File: src/rtl/synaptic_injector.sv
// Event-driven synaptic fan-out: per spiking source, walks its fan-out list and does I[target] += w.
// Build option: define SYN_INJ_SAT_EN to saturate the current accumulation instead of wrapping.
module synaptic_injector #(
    parameter int N          = 4096,
    parameter int ADDRW      = 12,
    parameter int PACK_WIDTH = 8,
    parameter int FANOUT     = 4,
    parameter int SYNW       = ADDRW + $clog2(FANOUT)
) (
    input  logic                  clk,
    input  logic                  rst,
    input  logic                  i_start,
    output logic                  o_done,
    input  logic                  i_spike_valid,
    input  logic [PACK_WIDTH-1:0] i_spike_data,
    output logic                  o_spike_ready,
    output logic [SYNW-1:0]       o_syn_addr,
    input  logic [31:0]           i_syn_data,
    output logic [ADDRW-1:0]      o_curr_addr,
    output logic                  o_curr_we,
    output logic [31:0]           o_curr_din,
    input  logic [31:0]           i_curr_data
);

    localparam int NWORDS = (N + PACK_WIDTH - 1) / PACK_WIDTH;
    localparam int CNTW   = $clog2(NWORDS + 1);
    localparam int KW     = (FANOUT > 1) ? $clog2(FANOUT) : 1;
    localparam int FSH    = $clog2(FANOUT);
    localparam int BW     = (PACK_WIDTH > 1) ? $clog2(PACK_WIDTH) : 1;

    // state      | meaning
    // IDLE       | waiting for i_start
    // WAIT_WORD  | accepting the next packed spike word
    // SCAN       | pick lowest pending spike, or finish the word / pass
    // SYN_RD     | drive synapse address src*FANOUT+k
    // SYN_WAIT   | synapse memory latency
    // SYN_LAT    | capture synapse entry, skip if invalid
    // CUR_RD     | drive current address = target
    // CUR_WAIT   | current memory latency
    // CUR_WR     | write back I[target] + weight
    // NEXT       | advance k through the fan-out list
    // DONE       | pass complete, hold until i_start drops
    typedef enum logic [3:0] {
        S_IDLE, S_WAIT_WORD, S_SCAN, S_SYN_RD, S_SYN_WAIT, S_SYN_LAT,
        S_CUR_RD, S_CUR_WAIT, S_CUR_WR, S_NEXT, S_DONE
    } state_t;

    state_t                r_state;
    state_t                w_next;
    logic [CNTW-1:0]       r_word_cnt;
    logic [PACK_WIDTH-1:0] r_pend;
    logic [ADDRW-1:0]      r_base;
    logic [ADDRW-1:0]      r_src;
    logic [KW-1:0]         r_k;
    logic [15:0]           r_weight;
    logic [ADDRW-1:0]      r_target;
    logic [SYNW-1:0]       r_syn_addr;
    logic [ADDRW-1:0]      r_curr_addr;
    logic                  r_ready;
    logic                  r_done;

    logic                  w_handshake;
    logic [PACK_WIDTH-1:0] w_mask;
    logic [BW-1:0]         w_low_idx;
    logic                  w_k_last;
    logic [31:0]           w_wext;
    logic [31:0]           w_sum;
    logic [31:0]           w_result;
    logic                  w_unused;

    assign w_handshake = (r_state == S_WAIT_WORD) && r_ready && i_spike_valid;
    assign w_k_last    = (r_k == KW'(FANOUT - 1));
    assign w_unused    = ^i_syn_data[14:0];

    // Spike bits past the last neuron in the final word are dropped.
    always_comb begin
        w_mask = '0;
        for (int k = 0; k < PACK_WIDTH; k++)
            w_mask[k] = ((int'(r_word_cnt) * PACK_WIDTH + k) < N);
    end

    always_comb begin
        w_low_idx = '0;
        for (int i = PACK_WIDTH - 1; i >= 0; i--)
            if (r_pend[i]) w_low_idx = BW'(i);
    end

    always_comb begin
        w_next = r_state;
        case (r_state)
            S_IDLE:      if (i_start) w_next = S_WAIT_WORD;
            S_WAIT_WORD: if (w_handshake) w_next = S_SCAN;
            S_SCAN: begin
                if (r_pend != '0)
                    w_next = S_SYN_RD;
                else if (r_word_cnt == CNTW'(NWORDS))
                    w_next = S_DONE;
                else
                    w_next = S_WAIT_WORD;
            end
            S_SYN_RD:    w_next = S_SYN_WAIT;
            S_SYN_WAIT:  w_next = S_SYN_LAT;
            S_SYN_LAT:   w_next = i_syn_data[15] ? S_CUR_RD : S_NEXT;
            S_CUR_RD:    w_next = S_CUR_WAIT;
            S_CUR_WAIT:  w_next = S_CUR_WR;
            S_CUR_WR:    w_next = S_NEXT;
            S_NEXT:      w_next = w_k_last ? S_SCAN : S_SYN_RD;
            S_DONE:      if (!i_start) w_next = S_IDLE;
            default:     w_next = S_IDLE;
        endcase
    end

    always_ff @(posedge clk or posedge rst) begin
        if (rst) begin
            r_state     <= S_IDLE;
            r_word_cnt  <= '0;
            r_pend      <= '0;
            r_base      <= '0;
            r_src       <= '0;
            r_k         <= '0;
            r_weight    <= '0;
            r_target    <= '0;
            r_syn_addr  <= '0;
            r_curr_addr <= '0;
            r_ready     <= 1'b0;
            r_done      <= 1'b0;
        end else begin
            r_state <= w_next;
            r_ready <= (r_state == S_WAIT_WORD) && !w_handshake;
            r_done  <= (w_next == S_DONE);
            if (r_state == S_IDLE && i_start)
                r_word_cnt <= '0;
            if (w_handshake) begin
                r_pend     <= i_spike_data & w_mask;
                r_base     <= ADDRW'(int'(r_word_cnt) * PACK_WIDTH);
                r_word_cnt <= r_word_cnt + 1'b1;
            end
            if (r_state == S_SCAN && r_pend != '0) begin
                r_src  <= r_base + ADDRW'(w_low_idx);
                r_pend <= r_pend & (r_pend - 1'b1);
                r_k    <= '0;
            end
            if (r_state == S_SYN_RD)
                r_syn_addr <= (SYNW'(r_src) << FSH) | SYNW'(r_k);
            if (r_state == S_SYN_LAT) begin
                r_weight <= i_syn_data[31:16];
                r_target <= i_syn_data[ADDRW-1:0];
            end
            if (r_state == S_CUR_RD)
                r_curr_addr <= r_target;
            if (r_state == S_NEXT)
                r_k <= r_k + 1'b1;
        end
    end

    assign w_wext = {{16{r_weight[15]}}, r_weight};
    assign w_sum  = i_curr_data + w_wext;

`ifdef SYN_INJ_SAT_EN
    always_comb begin
        w_result = w_sum;
        if (!i_curr_data[31] && !w_wext[31] && w_sum[31])
            w_result = 32'h7FFF_FFFF;
        else if (i_curr_data[31] && w_wext[31] && !w_sum[31])
            w_result = 32'h8000_0000;
    end
`else
    assign w_result = w_sum;
`endif

    // Write strobe decodes straight from state so reset removes it immediately.
    assign o_curr_we     = (r_state == S_CUR_WR);
    assign o_curr_din    = o_curr_we ? w_result : 32'h0;
    assign o_curr_addr   = r_curr_addr;
    assign o_syn_addr    = r_syn_addr;
    assign o_spike_ready = r_ready;
    assign o_done        = r_done;

endmodule

File: config.mk
export PLATFORM = sky130hd
export DESIGN_NAME = synaptic_injector
export DESIGN_NICKNAME = d
export VERILOG_FILES = /design/src/rtl/synaptic_injector.sv
export SDC_FILE = /design/constraint.sdc
export NUM_CORES = 1
export LEC_CHECK = 0
export ABC_AREA = 1
export BUFFER_PORTS_ARGS = -buffer_cell sky130_fd_sc_hd__buf_2
export CORE_MARGIN = 3
export CORE_UTILIZATION = 55
export CTS_BUF_LIST = sky130_fd_sc_hd__clkbuf_8
export DETAILED_ROUTE_END_ITERATION = 10
export PLACE_DENSITY = 0.86
export SYNTH_ARGS = -nofsm -noshare
export SYNTH_HDL_FRONTEND = slang
export SYNTH_SLANG_ARGS = --single-unit
export TNS_END_PERCENT = 100
File: constraint.sdc
create_clock -name clk -period 4.2 [get_ports clk]
set_input_delay 0.84 -clock clk [delete_from_list [all_inputs] [get_ports clk]]
set_output_delay 0.84 -clock clk [all_outputs]
set_load 0.02 [all_outputs]
==> results.toml <==
[placed_design]
gp_congestion = 0.929
post_dp_cell_area_um2 = 7510
portBuffers = 133
dp_hpwl_mm = 12.7
dpl_worst_slack_ns = 0.607
place_inst = 1264

[cells_and_area]
area_growth_pct = 14.2
diodes = 0
final_common_cell = "nand2_1"
final_cell_area_um2 = 7690
fin_util_pct = 65.6
drive_gt1_share_pct = 16.5
nets = 1243
layout_common_cells = "370 x nand2_1, 164 x inv_1, 133 x buf_2"
final_cells = 1280
fill_cells = 1084

[hold_path]
whs_path_depth = 2
hp-start = "r_pend[6]"
whs_endpoint = "r_pend[6]"
hold_class = "reg -> reg"

[critical_path]
reg2reg_depth = 11
crit_arrival_ns = 2.93
slowest_stage = "dfrtp_1"
critPathKind = "reg -> out"
crit_top_cell = "nand2_1"
worst-r2r-setup-slack_ns = 2.10
cp-end-kind = "output pin"
rr_endpoint = "o_done"
path_cells = "ha_1, nand2_1, inv_1, nand2_2, nor3_1, and2_1, nand2_1, nand3_1, nand2_1, nor2_1, buf_2"
start_kind = "flip-flop"
cp_max_fo = 18
path_buf_inv = 2
r2r_start = "r_state[3]"
critical_path_required_ns = 3.36
slowest_delay_ns = 0.67
crit_family = "simple AND/OR/NAND/NOR gates"

[timing]
rsz0062_at_grt = "false"
finalClockSkew_ns = 0.00875
holdWs_ns = 0.480
tightest_slew_ns = 0.985
finalHoldViolations = 0
setup_ws_ns = 0.435
slew_headroom_pct = 34.3
fmax_mhz = 266
slew_violations = 0
fin_crit_sh_pct = 89.6
setup_viol = 0
min_period_ns = 3.77
tns_ns = 0

[floorplan]
core.rowCount = 39
pin_count = 137
dieArea_um2 = 13600
die_y_um = 117
initial_core_util_pct = 57.5
die_x_um = 117
core_um2 = 11700

[power_and_ir_drop]
finalPower_mw = 4.90
peakVddDrop_mv = 0.422
power_density_nw_per_um2 = 637
p_leak_nw = 4.51

[grt]
grt_max_degree = 84
antenna_found_initial = 0
grt-ovfl-total = 0
first_global_vias = 6022
grt_pass1_wl_mm = 26.9
grt_usage_pct = 24.8

[clocking]
clkSinkCount = 101
cts-buffers-inserted = 9
path_clk_slew_ns = 0.09
cts_tree = "done"
cts_hold_buf = 0
clk_path_buf_depth = 2
cts.repair.resized = 0
clock_latency_ns = 0.37
cts_root_buffer = "clkbuf_8"
htree_num_levels = 3
post_cts_buffers = 0

[synth]
synth_area_leader_cell = "dfrtp_1"
ys_types = 41
synth_nets = 1113
ys_ff_latch = 101
syn_avg_cell_area_um2 = 6.72
yosys_warnings = 0
synthDominantCellAreaShare_pct = 37.5
syn_inst = 1002
yosysSeqAreaShare_pct = 37.5
yosys-top-cells-area = "dfrtp_1 38%, nand2_1 21%, inv_1 9.1%"
netlist_area_um2 = 6730

[detailed_routing]
viasPerCell = 5.07
wl_mm = 16.3
drtIter0Drc = 449
vias = 6484
drc = 0
firstDrtPassIters = 5
wire_per_inst_um = 12.8
antenna_left = 0

[flow_run]
drv_cap = 0

[run_status]
status = "complete, no violations"
==> worst max path at each step <==
stage	startpoint	to	slack (ns)	depth (start not counted)
after floorplan	rst	o_curr_addr[0]	0.71	1
after CTS	r_weight[15]	o_curr_din[31]	0.42	11
after detailed placement	i_curr_data[0]	o_curr_din[16]	0.61	14
after global routing	r_weight[15]	o_curr_din[31]	0.19	11
after global placement	i_curr_data[0]	o_curr_din[16]	0.70	15
final	r_weight[15]	o_curr_din[31]	0.43	11
==> logic make-up after synthesis <==
kind of cell	after synthesis	share of synthesized area (%)
muxes	11	1.82
and+or+nand+nor	534	32.0
xor gates and xnor gates	6	0.781
adders and majority gates	35	6.62
DFF	101	37.5
buffers and inverters	191	11.1
AOI/OAI and AO/OA	124	10.2
==> sequential cells by signal, summed over array words and instances (netlist names) <==
| name | cells |
|---|---|
| o_curr_addr | 12 |
| r_state | 4 |
| r_src | 12 |
| r_pend | 8 |
| r_word_cnt | 10 |
| r_base | 9 |
| o_done | 1 |
| o_spike_ready | 1 |
| r_k | 2 |
| o_syn_addr | 14 |
| r_target | 12 |
| r_weight | 16 |
==> worst register-to-register path, stage by stage, from the launching register on <==
cell	delay [ns]
dfrtp_1	0.39
inv_1	0.05
nand2_1	0.11
inv_2	0.07
nand2_2	0.38
inv_2	0.37
nand2_1	0.18
nand2_1	0.06
nor3_1	0.15
nand3_1	0.11
nand2_1	0.09
nor2_1	0.04
==> per-layer routing <==
metal / GRT usage, % / part of all wire, %
met5: 0 / 0
met4: 7.87 / 2.4
met3: 3.89 / 5.2
met2: 42.3 / 48
met1: 32.4 / 44
==> cell usage after synthesis <==
master,n
nand4_1,6
buf_4,3
nand3b_1,1
nand2_2,7
xnor2_1,5
buf_6,1
clkbuf_1,5
o21ai_1,12
nor2_1,81
inv_2,9
nand3_1,48
a22oi_1,1
o211ai_1,1
clkinv_1,2
buf_2,7
ha_1,34
and3_1,2
dfrtp_1,101
fa_1,1
o21ai_0,47
o31ai_2,1
and2_1,3
inv_4,1
xor2_1,1
nor2_4,2
a21o_1,1
o21a_1,1
o31ai_1,1
a21oi_1,47
inv_1,163
nor2_2,5
mux2_2,10
nor3_1,9
o22ai_2,3
a31oi_1,1
nand2_1,370
mux2i_1,1
a22o_1,1
a32o_1,1
o22ai_1,2
o21bai_1,4
==> cell type report <==
| type | count | area (um^2) | area share, % |
|---|---|---|---|
| clock inverter | 5 | 27.5 | 0.358 |
| clock buffer | 11 | 151 | 1.97 |
| multi-input combinational | 710 | 3460 | 45.0 |
| sequential | 101 | 2530 | 32.9 |
| timing repair buffer | 135 | 681 | 8.86 |
| tap | 143 | 179 | 2.33 |
| inverter | 175 | 662 | 8.61 |
==> power by group <==
| group | switching [mW] | leakage, nW | internal [mW] |
|---|---|---|---|
| registers | 0.232 | 1.32 | 1.31 |
| logic | 1.85 | 3.10 | 0.948 |
| clock network | 0.314 | 0.0939 | 0.243 |
| total | 2.40 | 4.51 | 2.50 |
Power figures use the tool's default switching activity.
